===== src/rtl/cc_pkg.sv =====
// Shared types and constants for the cache-controller reorder dispatch path.
// Line geometry, FSM state encoding and hit/miss flag values.
// Pure declarations; no logic.
package cc_pkg;

   // One cache line is BURST_LEN beats of BEAT_W bits; the default burst is 8 beats.
   localparam int BEAT_W     = 64;
   localparam int LINE_W     = BEAT_W * 8;
   localparam int OFS_W      = 6;
   localparam int HIT_DATA_W = OFS_W + LINE_W;

   typedef enum logic [1:0] {
      IDLE    = 2'd0,
      HIT_WR  = 2'd1,
      MISS_AR = 2'd2
   } cc_disp_state_t;

   localparam logic CC_FLAG_HIT  = 1'b1;
   localparam logic CC_FLAG_MISS = 1'b0;

endpackage


===== src/rtl/cc_reorder_dispatch.sv =====
// Purpose: routes tag-lookup results to the reorder unit (flag/data FIFOs) or to memory as line reads.
// Latency: hit -> FIFO writes 1 cycle after accept; miss -> flag + arvalid 1 cycle after accept.
// Backpressure: lkup_ready_o drops while a lookup is in flight, on either FIFO almost-full, or at the miss limit.
module cc_reorder_dispatch
   import cc_pkg::*;
#(
   parameter int ADDR_W          = 32,
   parameter int MAX_OUTSTANDING = 4,
   parameter int BURST_LEN       = 8
) (
   input  logic                  clk,
   input  logic                  rst,
   input  logic                  lkup_valid_i,
   output logic                  lkup_ready_o,
   input  logic                  lkup_hit_i,
   input  logic [ADDR_W-1:0]     lkup_addr_i,
   input  logic [LINE_W-1:0]     lkup_data_i,
   input  logic                  hit_flag_fifo_afull_i,
   output logic                  hit_flag_fifo_wren_o,
   output logic                  hit_flag_fifo_wdata_o,
   input  logic                  hit_data_fifo_afull_i,
   output logic                  hit_data_fifo_wren_o,
   output logic [HIT_DATA_W-1:0] hit_data_fifo_wdata_o,
   output logic                  mem_arvalid_o,
   input  logic                  mem_arready_i,
   output logic [ADDR_W-1:0]     mem_araddr_o,
   output logic [7:0]            mem_arlen_o,
   input  logic                  mem_rvalid_i,
   input  logic                  mem_rready_i,
   input  logic                  mem_rlast_i,
   output logic [3:0]            outstanding_o
);

   localparam logic [3:0] MAX_OUT = 4'(MAX_OUTSTANDING);

   cc_disp_state_t        state_q;
   logic [3:0]            outstanding_q;
   logic [3:0]            outstanding_d;
   logic                  flag_wren_q;
   logic                  flag_wdata_q;
   logic                  data_wren_q;
   logic [HIT_DATA_W-1:0] data_wdata_q;
   logic                  arvalid_q;
   logic [ADDR_W-1:0]     araddr_q;

   logic accept;
   logic miss_accept;
   logic line_done;

   // Ready is deliberately conservative: it ignores hit/miss so that it never depends on lkup_valid_i.
   assign lkup_ready_o = (state_q == IDLE) & ~hit_flag_fifo_afull_i & ~hit_data_fifo_afull_i
                         & (outstanding_q < MAX_OUT);
   assign accept       = lkup_valid_i & lkup_ready_o;
   assign miss_accept  = accept & ~lkup_hit_i;
   // Only a final beat that is really taken by the reorder unit retires a miss; retiring at zero is ignored.
   assign line_done    = mem_rvalid_i & mem_rready_i & mem_rlast_i & (outstanding_q != 4'd0);

   assign hit_flag_fifo_wren_o  = flag_wren_q;
   assign hit_flag_fifo_wdata_o = flag_wdata_q;
   assign hit_data_fifo_wren_o  = data_wren_q;
   assign hit_data_fifo_wdata_o = data_wdata_q;
   assign mem_arvalid_o         = arvalid_q;
   assign mem_araddr_o          = araddr_q;
   assign mem_arlen_o           = 8'(BURST_LEN - 1);
   assign outstanding_o         = outstanding_q;

   // Next in-flight miss count: an issue and a retire in the same cycle cancel out.
   always_comb begin
      outstanding_d = outstanding_q;
      if (miss_accept && !line_done) begin
         outstanding_d = outstanding_q + 4'd1;
      end else if (!miss_accept && line_done) begin
         outstanding_d = outstanding_q - 4'd1;
      end
   end

   // In-flight miss counter.
   always_ff @(posedge clk or posedge rst) begin
      if (rst) begin
         outstanding_q <= 4'd0;
      end else begin
         outstanding_q <= outstanding_d;
      end
   end

   // Dispatch FSM: the accepted lookup is captured straight into the registered FIFO/AR outputs.
   always_ff @(posedge clk or posedge rst) begin
      if (rst) begin
         state_q      <= IDLE;
         flag_wren_q  <= 1'b0;
         flag_wdata_q <= 1'b0;
         data_wren_q  <= 1'b0;
         data_wdata_q <= '0;
         arvalid_q    <= 1'b0;
         araddr_q     <= '0;
      end else begin
         // FIFO write strobes are single-cycle pulses.
         flag_wren_q <= 1'b0;
         data_wren_q <= 1'b0;
         case (state_q)
            IDLE: begin
               if (accept) begin
                  flag_wren_q <= 1'b1;
                  if (lkup_hit_i) begin
                     state_q      <= HIT_WR;
                     flag_wdata_q <= CC_FLAG_HIT;
                     data_wren_q  <= 1'b1;
                     data_wdata_q <= {lkup_addr_i[OFS_W-1:0], lkup_data_i};
                  end else begin
                     state_q      <= MISS_AR;
                     flag_wdata_q <= CC_FLAG_MISS;
                     arvalid_q    <= 1'b1;
                     araddr_q     <= {lkup_addr_i[ADDR_W-1:OFS_W], {OFS_W{1'b0}}};
                  end
               end
            end
            HIT_WR: begin
               state_q <= IDLE;
            end
            MISS_AR: begin
               // arvalid stays high with a stable address until memory takes it.
               if (mem_arready_i) begin
                  arvalid_q <= 1'b0;
                  state_q   <= IDLE;
               end
            end
            default: begin
               arvalid_q <= 1'b0;
               state_q   <= IDLE;
            end
         endcase
      end
   end

endmodule


===== config.mk =====
export PLATFORM = sky130hd
export DESIGN_NAME = cc_reorder_dispatch
export DESIGN_NICKNAME = d
export VERILOG_FILES = /design/src/rtl/cc_pkg.sv /design/src/rtl/cc_reorder_dispatch.sv
export SDC_FILE = /design/constraint.sdc
export NUM_CORES = 1
export LEC_CHECK = 0
export ABC_AREA = 1
export CAP_MARGIN = 20
export CORE_AREA = 2 2 438 440
export DETAILED_ROUTE_END_ITERATION = 7
export DIE_AREA = 0 0 440 442
export DONT_BUFFER_PORTS = 1
export HOLD_SLACK_MARGIN = 0.12
export PLACE_DENSITY_LB_ADDON = 0.2
export REMOVE_ABC_BUFFERS = 1
export SYNTH_ARGS = -nofsm -noshare
export SYNTH_HDL_FRONTEND = slang
export SYNTH_SLANG_ARGS = --single-unit

===== constraint.sdc =====
create_clock -name clk -period 49.1 [get_ports clk]
set_clock_uncertainty 0.1 [all_clocks]
set_input_delay 4.91 -clock clk [delete_from_list [all_inputs] [get_ports clk]]
set_output_delay 4.91 -clock clk [all_outputs]
set_load 0.05 [all_outputs]

==> impl_summary.txt, run 1 <==
----------------------------------------------------
[Timing]
  Final max-slew violation count ... 0
  Final sum of negative setup slack ... 0 ns
  Final clock period utilization by the worst path ... 22.0%
  Final hold violation count ... 0
  Transition time of the tightest slew-check pin ... 1.13 ns
  Setup repair after global routing missed its margin ... no
  Worst slew margin relative to its limit ... 24.8%
  Setup violations, final ... 0
  Highest clock frequency the design can meet ... 92.5 MHz
  Shortest period the worst path allows ... 10.81 ns

[Detailed routing]
  Number of nets with antenna violations after detailed routing ... 0
  Drt drc ... 0
  Pre-Repair DR Iteration Count ... 5
  Routed wirelength normalized by instance count ... 24.6 um
  Total number of vias ... 17348
  1st-iter DRT viols ... 1358
  Sum of routed wire length over all layers ... 122000 um
  Routed vias/inst ... 3.51

[Setup path]
  Crit path DAT ... 5.80 ns
  Delay of the slowest cell on the worst path ... 0.55 ns
  Startpoint kind of the worst setup timing path ... primary input
  Top Family by Delay on Critical Path ... simple AND/OR/NAND/NOR gates
  Crit path max fanout ... 2
  Cell at the slowest stage of the critical path ... and3_1
  Required arrival time at the worst endpoint ... 44.09 ns
  Critical-path cell list ... nor2_1 > and3_1
  Number of buffer and inverter instances along the worst setup path ... 0
  Kind of end point of the critical path ... output port
  Category of the most critical setup path ... primary input to output port

[GRT]
  First-pass GRT wire length ... 162000 um
  Maximum number of pins on one net before global-route repair ... 184
  Total GRT Usage ... 12.1%
  Vias in the first global route ... 17335
  Remaining global-route overflow ... 0
  Antenna violations before repair ... 68

[Die]
  Number of ports placed on the die boundary ... 1121
  Placeable core region ... 190000 sq um
  Vert. Die Dim ... 442 um
  Initial cell density of the core ... 11.5%
  Row count ... 160
  Area of the die ... 194000 sq um
  Die width ... 440 um

[Power and ir drop]
  Max rail drop VDD ... 0.0000296 V
  Switching portion of total power ... 56.2%
  Relative contribution of combinational cells to total power ... 9.1%
  Fraction of power consumed by sequential logic ... 66.6%
  Reported leakage power ... 12.4 nW
  Net switching component of the power ... 1.42 mW
  Cell-internal power ... 1.11 mW
  PwrDens ... 92.9 nW/um^2
  Part of the total power dissipated in the clock network ... 24.3%
  Total Power Consumption ... 2.52 mW

[Clock tree]
  TritonCTS clock tree ... done
  Clock transition at path regs ... 0.06 ns
  Number of buffers on the longest clock path ... 3
  Post-CTS Setup Inserts ... 0
  Number of gates resized after CTS ... 0
  Clock buffers created by TritonCTS ... 77
  Root cell of the clock tree ... clkbuf_16
  Number of buffers inserted for hold repair after clock tree synthesis ... 0
  Clock sinks ... 554
  Clk_lat worst skew ... 0.68 ns
  H-tree Lvls ... 3

[Run]
  Number of max-cap violations ... 0

[Hold path]
  Worst min-delay path class ... flip-flop to flip-flop

[Placed design]
  Post-DP HPWL ... 91200 um
  Weighted congestion reported at the end of routability-driven placement ... 0.962
  Port Buffers ... 0
  Number of placed instances with taps included ... 4790

[Synthesis]
  Mapped cell area ... 21800 sq um
  #FFs+latches synth ... 554
  Yosys warning count ... 0
  Synthesized area per cell ... 8.96 sq um
  Mapped Cells ... 2432
  Count of different cell masters after synthesis ... 21
  Sequential cell area fraction in the yosys report ... 63.6%

[Cells and area]
  Fin util ... 14.3%
  Layout-stage area growth over the synthesis result ... 24.6%
  Combined area of the multi-input logic cells ... 7100 sq um
  Count of non-filler cells in the finished layout ... 4943
  Fill cell count ... 21476
  Nets ... 2916
  FF+latch area ... 13900 sq um
  Share of layout cells above drive strength 1 ... 6.50%

[Run status]
  Result of the run ... complete, no violations

----------------------------------------------------
[power groups by stage]
stage | Combinational (mW) | Sequential [mW] | Clock [mW]
floorplan | 0.192 | 1.54 | 0
global placement | 0.226 | 1.71 | 0
detailed placement | 0.235 | 1.71 | 0
CTS | 0.234 | 1.70 | 0.643
global route | 0.282 | 1.70 | 0.660
finish | 0.229 | 1.68 | 0.613
[layer usage]
layer  track usage, %  part of all wire [%]  up-vias  wire length [um]
met5                0                  0.30        -               366
met4             4.72                   3.5       60              4200
met3             5.45                    11      212             12900
met2             19.9                    48      768             59000
met1             13.5                    37     8695             45200
li1                 -                     -     7613                 -
[tightest hold or removal path, delay by kind of cell, from the launching register on]
kind,cells,cell delay (ns)
DFF,1,0.37
and+or+nand+nor,5,0.29
[final timing paths]
kind                       slack (ns)             startpoint                    endpoint  cells past startpoint
min reg2reg                      0.60             state_q[1]               mem_arvalid_o                      5
max                             38.29  hit_flag_fifo_afull_i                lkup_ready_o                      2
min in group asynchronous        4.02                    rst  hit_data_fifo_wdata_o[196]                      1
min                              0.60             state_q[1]               mem_arvalid_o                      5
max reg2reg                     44.54       outstanding_o[3]   hit_data_fifo_wdata_o[54]                      8
max in group asynchronous       41.94                    rst  hit_data_fifo_wdata_o[305]                      4
[through the flow]
stage,hold WS (ns),worst slack [ns],cell area [sq um]
after global placement,0.590,38.30,24400
after global routing,0.687,38.26,27100
final,0.599,38.29,27200
after CTS,0.610,38.30,27100
after floorplan,0.530,28.60,21000
after detailed placement,0.596,38.31,24400
[layout make-up]
| type | instances | area share (%) |
|---|---|---|
| multi-input cells | 1691 | 26.1 |
| clock inverters | 29 | 1.81 |
| repair buffers | 25 | 0.875 |
| clock buffers | 108 | 8.23 |
| diodes | 16 | 0.147 |
| flip-flops and latches | 554 | 51.1 |
| inverters | 9 | 0.180 |
| well taps | 2511 | 11.6 |
[placed cells by master (no fill, tap or decap)]
cell type / synthesis / final
inv_16: 0 / 1
dfrtp_1: 554 / 554
inv_1: 7 / 6
clkinv_8: 0 / 1
nor2_1: 11 / 11
buf_12: 0 / 4
nand2_1: 1131 / 1131
inv_2: 2 / 1
or2_2: 1 / 1
and3_1: 1 / 1
clkinv_16: 0 / 2
nor2_2: 2 / 2
conb_1: 2 / 14
inv_8: 0 / 2
clkinv_2: 0 / 9
clkinv_4: 0 / 2
xor2_1: 1 / 1
fa_1: 1 / 1
clkbuf_8: 0 / 17
clkinvlp_4: 0 / 2
buf_4: 15 / 21
nand4_4: 1 / 1
nand4_1: 1 / 1
inv_6: 0 / 2
xnor2_1: 2 / 2
nor2_4: 1 / 1
bufinv_16: 0 / 10
o21ai_0: 520 / 520
clkbuf_16: 0 / 78
ha_1: 3 / 3
clkbuf_1: 115 / 13
nor3b_1: 1 / 1
diode_2: 0 / 16
[Yosys cell counts (all sizes together)]
master     n  area [sq um]
o21ai    520          2600
or2        1          6.26
nor3b      1          7.51
clkbuf   115           432
xnor2      2          17.5
nand4      2          27.5
fa         1          20.0
conb       2          7.51
dfrtp    554         13900
buf       75           413
nor2      14          65.1
ha         3          37.5
nand2   1131          4250
xor2       1          8.76
inv        9          33.8
and3       1          6.26
[cells by family (layout without fill, tap and decap cells)]
| family | after synthesis | in the layout | share of synthesized area [%] |
|---|---|---|---|
| simple gates | 1150 | 1150 | 20.0 |
| flops | 554 | 554 | 63.6 |
| fa+ha+maj | 4 | 4 | 0.264 |
| xor+xnor | 3 | 3 | 0.121 |
| other cells | 2 | 30 | 0.0345 |
| compound gates | 520 | 520 | 11.9 |
| buf+inv | 199 | 171 | 4.03 |
[sequential cells by signal (all words and copies together) (netlist names)]
| signal | count |
|---|---|
| outstanding_o | 4 |
| mem_araddr_o | 26 |
| hit_data_fifo_wdata_o | 518 |
| mem_arvalid_o | 1 |
| hit_flag_fifo_wren_o | 1 |
| hit_data_fifo_wren_o | 1 |
| hit_flag_fifo_wdata_o | 1 |
| state_q | 2 |
Note: power is estimated with default switching activity, not from simulation.
==> inputs of run 2 (changes only) <==
==> constraint.sdc (replaced) <==
create_clock -name clk -period 10.25 [get_ports clk]
set_clock_uncertainty 0.1 [all_clocks]
set_input_delay 1.025 -clock clk [delete_from_list [all_inputs] [get_ports clk]]
set_output_delay 1.025 -clock clk [all_outputs]
set_load 0.05 [all_outputs]
==> run 2 against run 1 <==
Critical path type is now flip-flop to flip-flop. Power grew to 4.7 times the previous value. Highest routed layer unchanged. Register-to-register slack lost 38 ns. Hold slack lost 0.40 ns. Clock power grew to 4.6 times the previous value. Sequential power grew to 4.8 times the previous value. Largest power group unchanged. Cell count shrank 0.12%. Via count shrank 0.58%. First-iteration DRC count grew 3.2%. Global-route usage grew 0.13 points. Non-clock buffer count shrank 1. Combinational power grew to 4.8 times the previous value. Largest cell class unchanged. Core utilization shrank 0.073 points.
==> impl_summary.txt, run 2 (synthesis results as in run 1) <==
----------------------------------------------------
[Die]
  Die width ... 440 um (unchanged)
  Vert. Die Dim ... 442 um (unchanged)
  Area of the die ... 194000 sq um (unchanged)
  Number of ports placed on the die boundary ... 1121 (unchanged)
  Initial cell density of the core ... 11.5% (unchanged)
  Row count ... 160 (unchanged)
  Placeable core region ... 190000 sq um (unchanged)

[Timing]
  Setup violations, final ... 0 (unchanged)
  Final max-slew violation count ... 0 (unchanged)
  Shortest period the worst path allows ... 3.98 ns
  Post-route worst hold slack ... 0.195 ns (was 0.599 ns)
  Worst slew margin relative to its limit ... 28.7% (was 24.8%)
  Setup repair after global routing missed its margin ... no (unchanged)
  PnR worst setup slack ... 6.27 ns (was 38.29 ns)
  Highest clock frequency the design can meet ... 251 MHz
  Final clock period utilization by the worst path ... 38.8%
  Transition time of the tightest slew-check pin ... 1.07 ns (was 1.13 ns)
  Final hold violation count ... 0 (unchanged)

[GRT]
  Maximum number of pins on one net before global-route repair ... 178 (was 184)
  Vias in the first global route ... 17454 (was 17335)
  First-pass GRT wire length ... 164000 um (was 162000 um)
  Remaining global-route overflow ... 0 (unchanged)
  Antenna violations before repair ... 72 (was 68)
  Total GRT Usage ... 12.2% (was 12.1%)

[Clock tree]
  Post-CTS Setup Inserts ... 0 (unchanged)
  TritonCTS clock tree ... done (unchanged)
  Number of buffers inserted for hold repair after clock tree synthesis ... 0 (unchanged)
  Clock transition at path regs ... 0.06 ns (about the same)
  Number of gates resized after CTS ... 0 (unchanged)
  Clk_lat worst skew ... 0.67 ns (was 0.68 ns)
  Number of buffers on the longest clock path ... 3 (unchanged)
  Root cell of the clock tree ... clkbuf_16 (unchanged)
  Clock buffers created by TritonCTS ... 77 (unchanged)
  Clock sinks ... 554 (unchanged)
  H-tree Lvls ... 3 (unchanged)

[Cells and area]
  Fin util ... 14.3% (about the same)
  Fill cell count ... 21486 (was 21476)
  Flip-flop count of the largest register, all copies and words added ... 518 (unchanged)
  Commonest non-fill, non-tap cell in the layout ... nand2_1 (unchanged)
  Finished layout cell area ... 27000 sq um (was 27200 sq um)
  Share of layout cells above drive strength 1 ... 6.22% (was 6.50%)
  Nets ... 2915 (was 2916)
  Layout-stage area growth over the synthesis result ... 24.0% (was 24.6%)
  Commonest non-fill, non-tap cells in the layout ... 1131 x nand2_1, 554 x dfrtp_1, 520 x o21ai_0 (unchanged)

[Setup path]
  Required arrival time at the worst endpoint ... 10.76 ns (was 44.09 ns)
  Crit path max fanout ... 177 (was 2)
  Category of the most critical setup path ... flip-flop to flip-flop (was primary input to output port)
  Startpoint of the worst-slack reg-to-reg timing path ... outstanding_o[3] (unchanged)
  Kind of end point of the critical path ... flip-flop (was output port)
  Crit path DAT ... 4.49 ns (was 5.80 ns)
  Startpoint kind of the worst setup timing path ... flip-flop (was primary input)
  Start point of the critical path ... outstanding_o[3] (was hit_flag_fifo_afull_i)
  Length in cells of the worst reg-to-reg path ... 7 (was 8)

[Detailed routing]
  Routed vias/inst ... 3.49 (was 3.51)
  Sum of routed wire length over all layers ... 123000 um (was 122000 um)
  Number of nets with antenna violations after detailed routing ... 0 (unchanged)
  Pre-Repair DR Iteration Count ... 5 (unchanged)
  Total number of vias ... 17247 (was 17348)
  Routed wirelength normalized by instance count ... 24.9 um (was 24.6 um)
  1st-iter DRT viols ... 1401 (was 1358)
  Drt drc ... 0 (unchanged)

[Placed design]
  Port Buffers ... 0 (unchanged)
  Worst Setup Slack post-DPL ... 5.93 ns (was 38.31 ns)
  Weighted congestion reported at the end of routability-driven placement ... 0.932 (was 0.962)
  Post-DP HPWL ... 92000 um (was 91200 um)
  Placement Cell Area ... 24400 sq um (about the same)

[Power and ir drop]
  Part of the total power dissipated in the clock network ... 23.6% (was 24.3%)
  Cell-internal power ... 5.20 mW (was 1.11 mW)
  PwrDens ... 443 nW/um^2 (was 92.9 nW/um^2)
  Relative contribution of combinational cells to total power ... 9.2% (was 9.1%)
  Net switching component of the power ... 6.78 mW (was 1.42 mW)
  Reported leakage power ... 12.3 nW (was 12.4 nW)
  Total Power Consumption ... 12.0 mW (was 2.52 mW)
  Max rail drop VDD ... 0.000155 V (was 0.0000296 V)
  Fraction of power consumed by sequential logic ... 67.3% (was 66.6%)
  Switching portion of total power ... 56.6% (was 56.2%)

[Hold path]
  Worst min-delay path class ... primary input to asynchronous set/reset pin (was flip-flop to flip-flop)

[Run status]
  Result of the run ... complete, no violations (unchanged)

[Run]
  Number of max-cap violations ... 0 (unchanged)

----------------------------------------------------
[run 2: cell count changes in the layout (fill, tap and decap cells not counted)]
cell        change
clkbuf_1        +4
clkinv_2        -4
bufinv_16       -3
diode_2         -3
inv_6           +3
clkbuf_8        -2
buf_4           -1
clkbuf_16       -1
clkinv_16       -1
clkinvlp_4      +1
inv_16          +1
[run 2: critical path, cell delays in order, from the launching register on]
cell     delay, ns
dfrtp_1       0.76
nor2_2        0.15
nand4_4       0.15
buf_12        0.57
buf_4         0.86
buf_4         0.84
o21ai_0       0.20
nand2_1       0.10
[run 2: area by class of cell]
cell class                      count  area, sq um  area share (%)
Clock inverter                     26          405            1.50
Timing Repair Buffer               24          230           0.852
Tap cell                         2511         3140            11.6
Inverter                            9         48.8           0.181
Antenna cell                       13         32.5           0.120
Sequential cell                   554        13900            51.3
Multi-Input combinational cell   1691         7100            26.3
Clock buffer                      109         2200            8.13
[run 2: per-layer routing]
metal  global-route usage (%)  share of wire [%]  up-vias  routed length (um)
li1                         -                  -     7602                   -
met1                     13.7                 37     8597               46100
met2                     20.5                 49      756               60500
met3                     5.53                 10      220               12700
met4                     3.64                2.5       72                3090
met5                        0               0.38        -                 471
[run 2: path summary, 6_finish.rpt]
check                                              to  slack, ns
max                        hit_data_fifo_wdata_o[279]       6.27
min                        hit_data_fifo_wdata_o[438]       0.19
max reg2reg                hit_data_fifo_wdata_o[279]       6.27
min reg2reg                             mem_arvalid_o       0.58
max in group asynchronous  hit_data_fifo_wdata_o[150]       7.93
min in group clk           hit_data_fifo_wdata_o[359]       0.35
[run 2: through the flow]
| step | instances | TNS [ns] |
|---|---|---|
| CTS | 4924 | 0 |
| finish | 4937 | 0 |
| floorplan | 2254 | -3880.51 |
| detailed placement | 4789 | 0 |
| global route | 4926 | 0 |
| global placement | 4789 | 0 |
[run 2: power groups by stage]
stage	clock, mW	sequential, mW	combinational (mW)
after floorplan	0	7.39	0.921
after global placement	0	8.21	1.08
after detailed placement	0	8.19	1.13
after CTS	2.94	8.15	1.13
after global routing	3.03	8.18	1.35
final	2.82	8.06	1.10
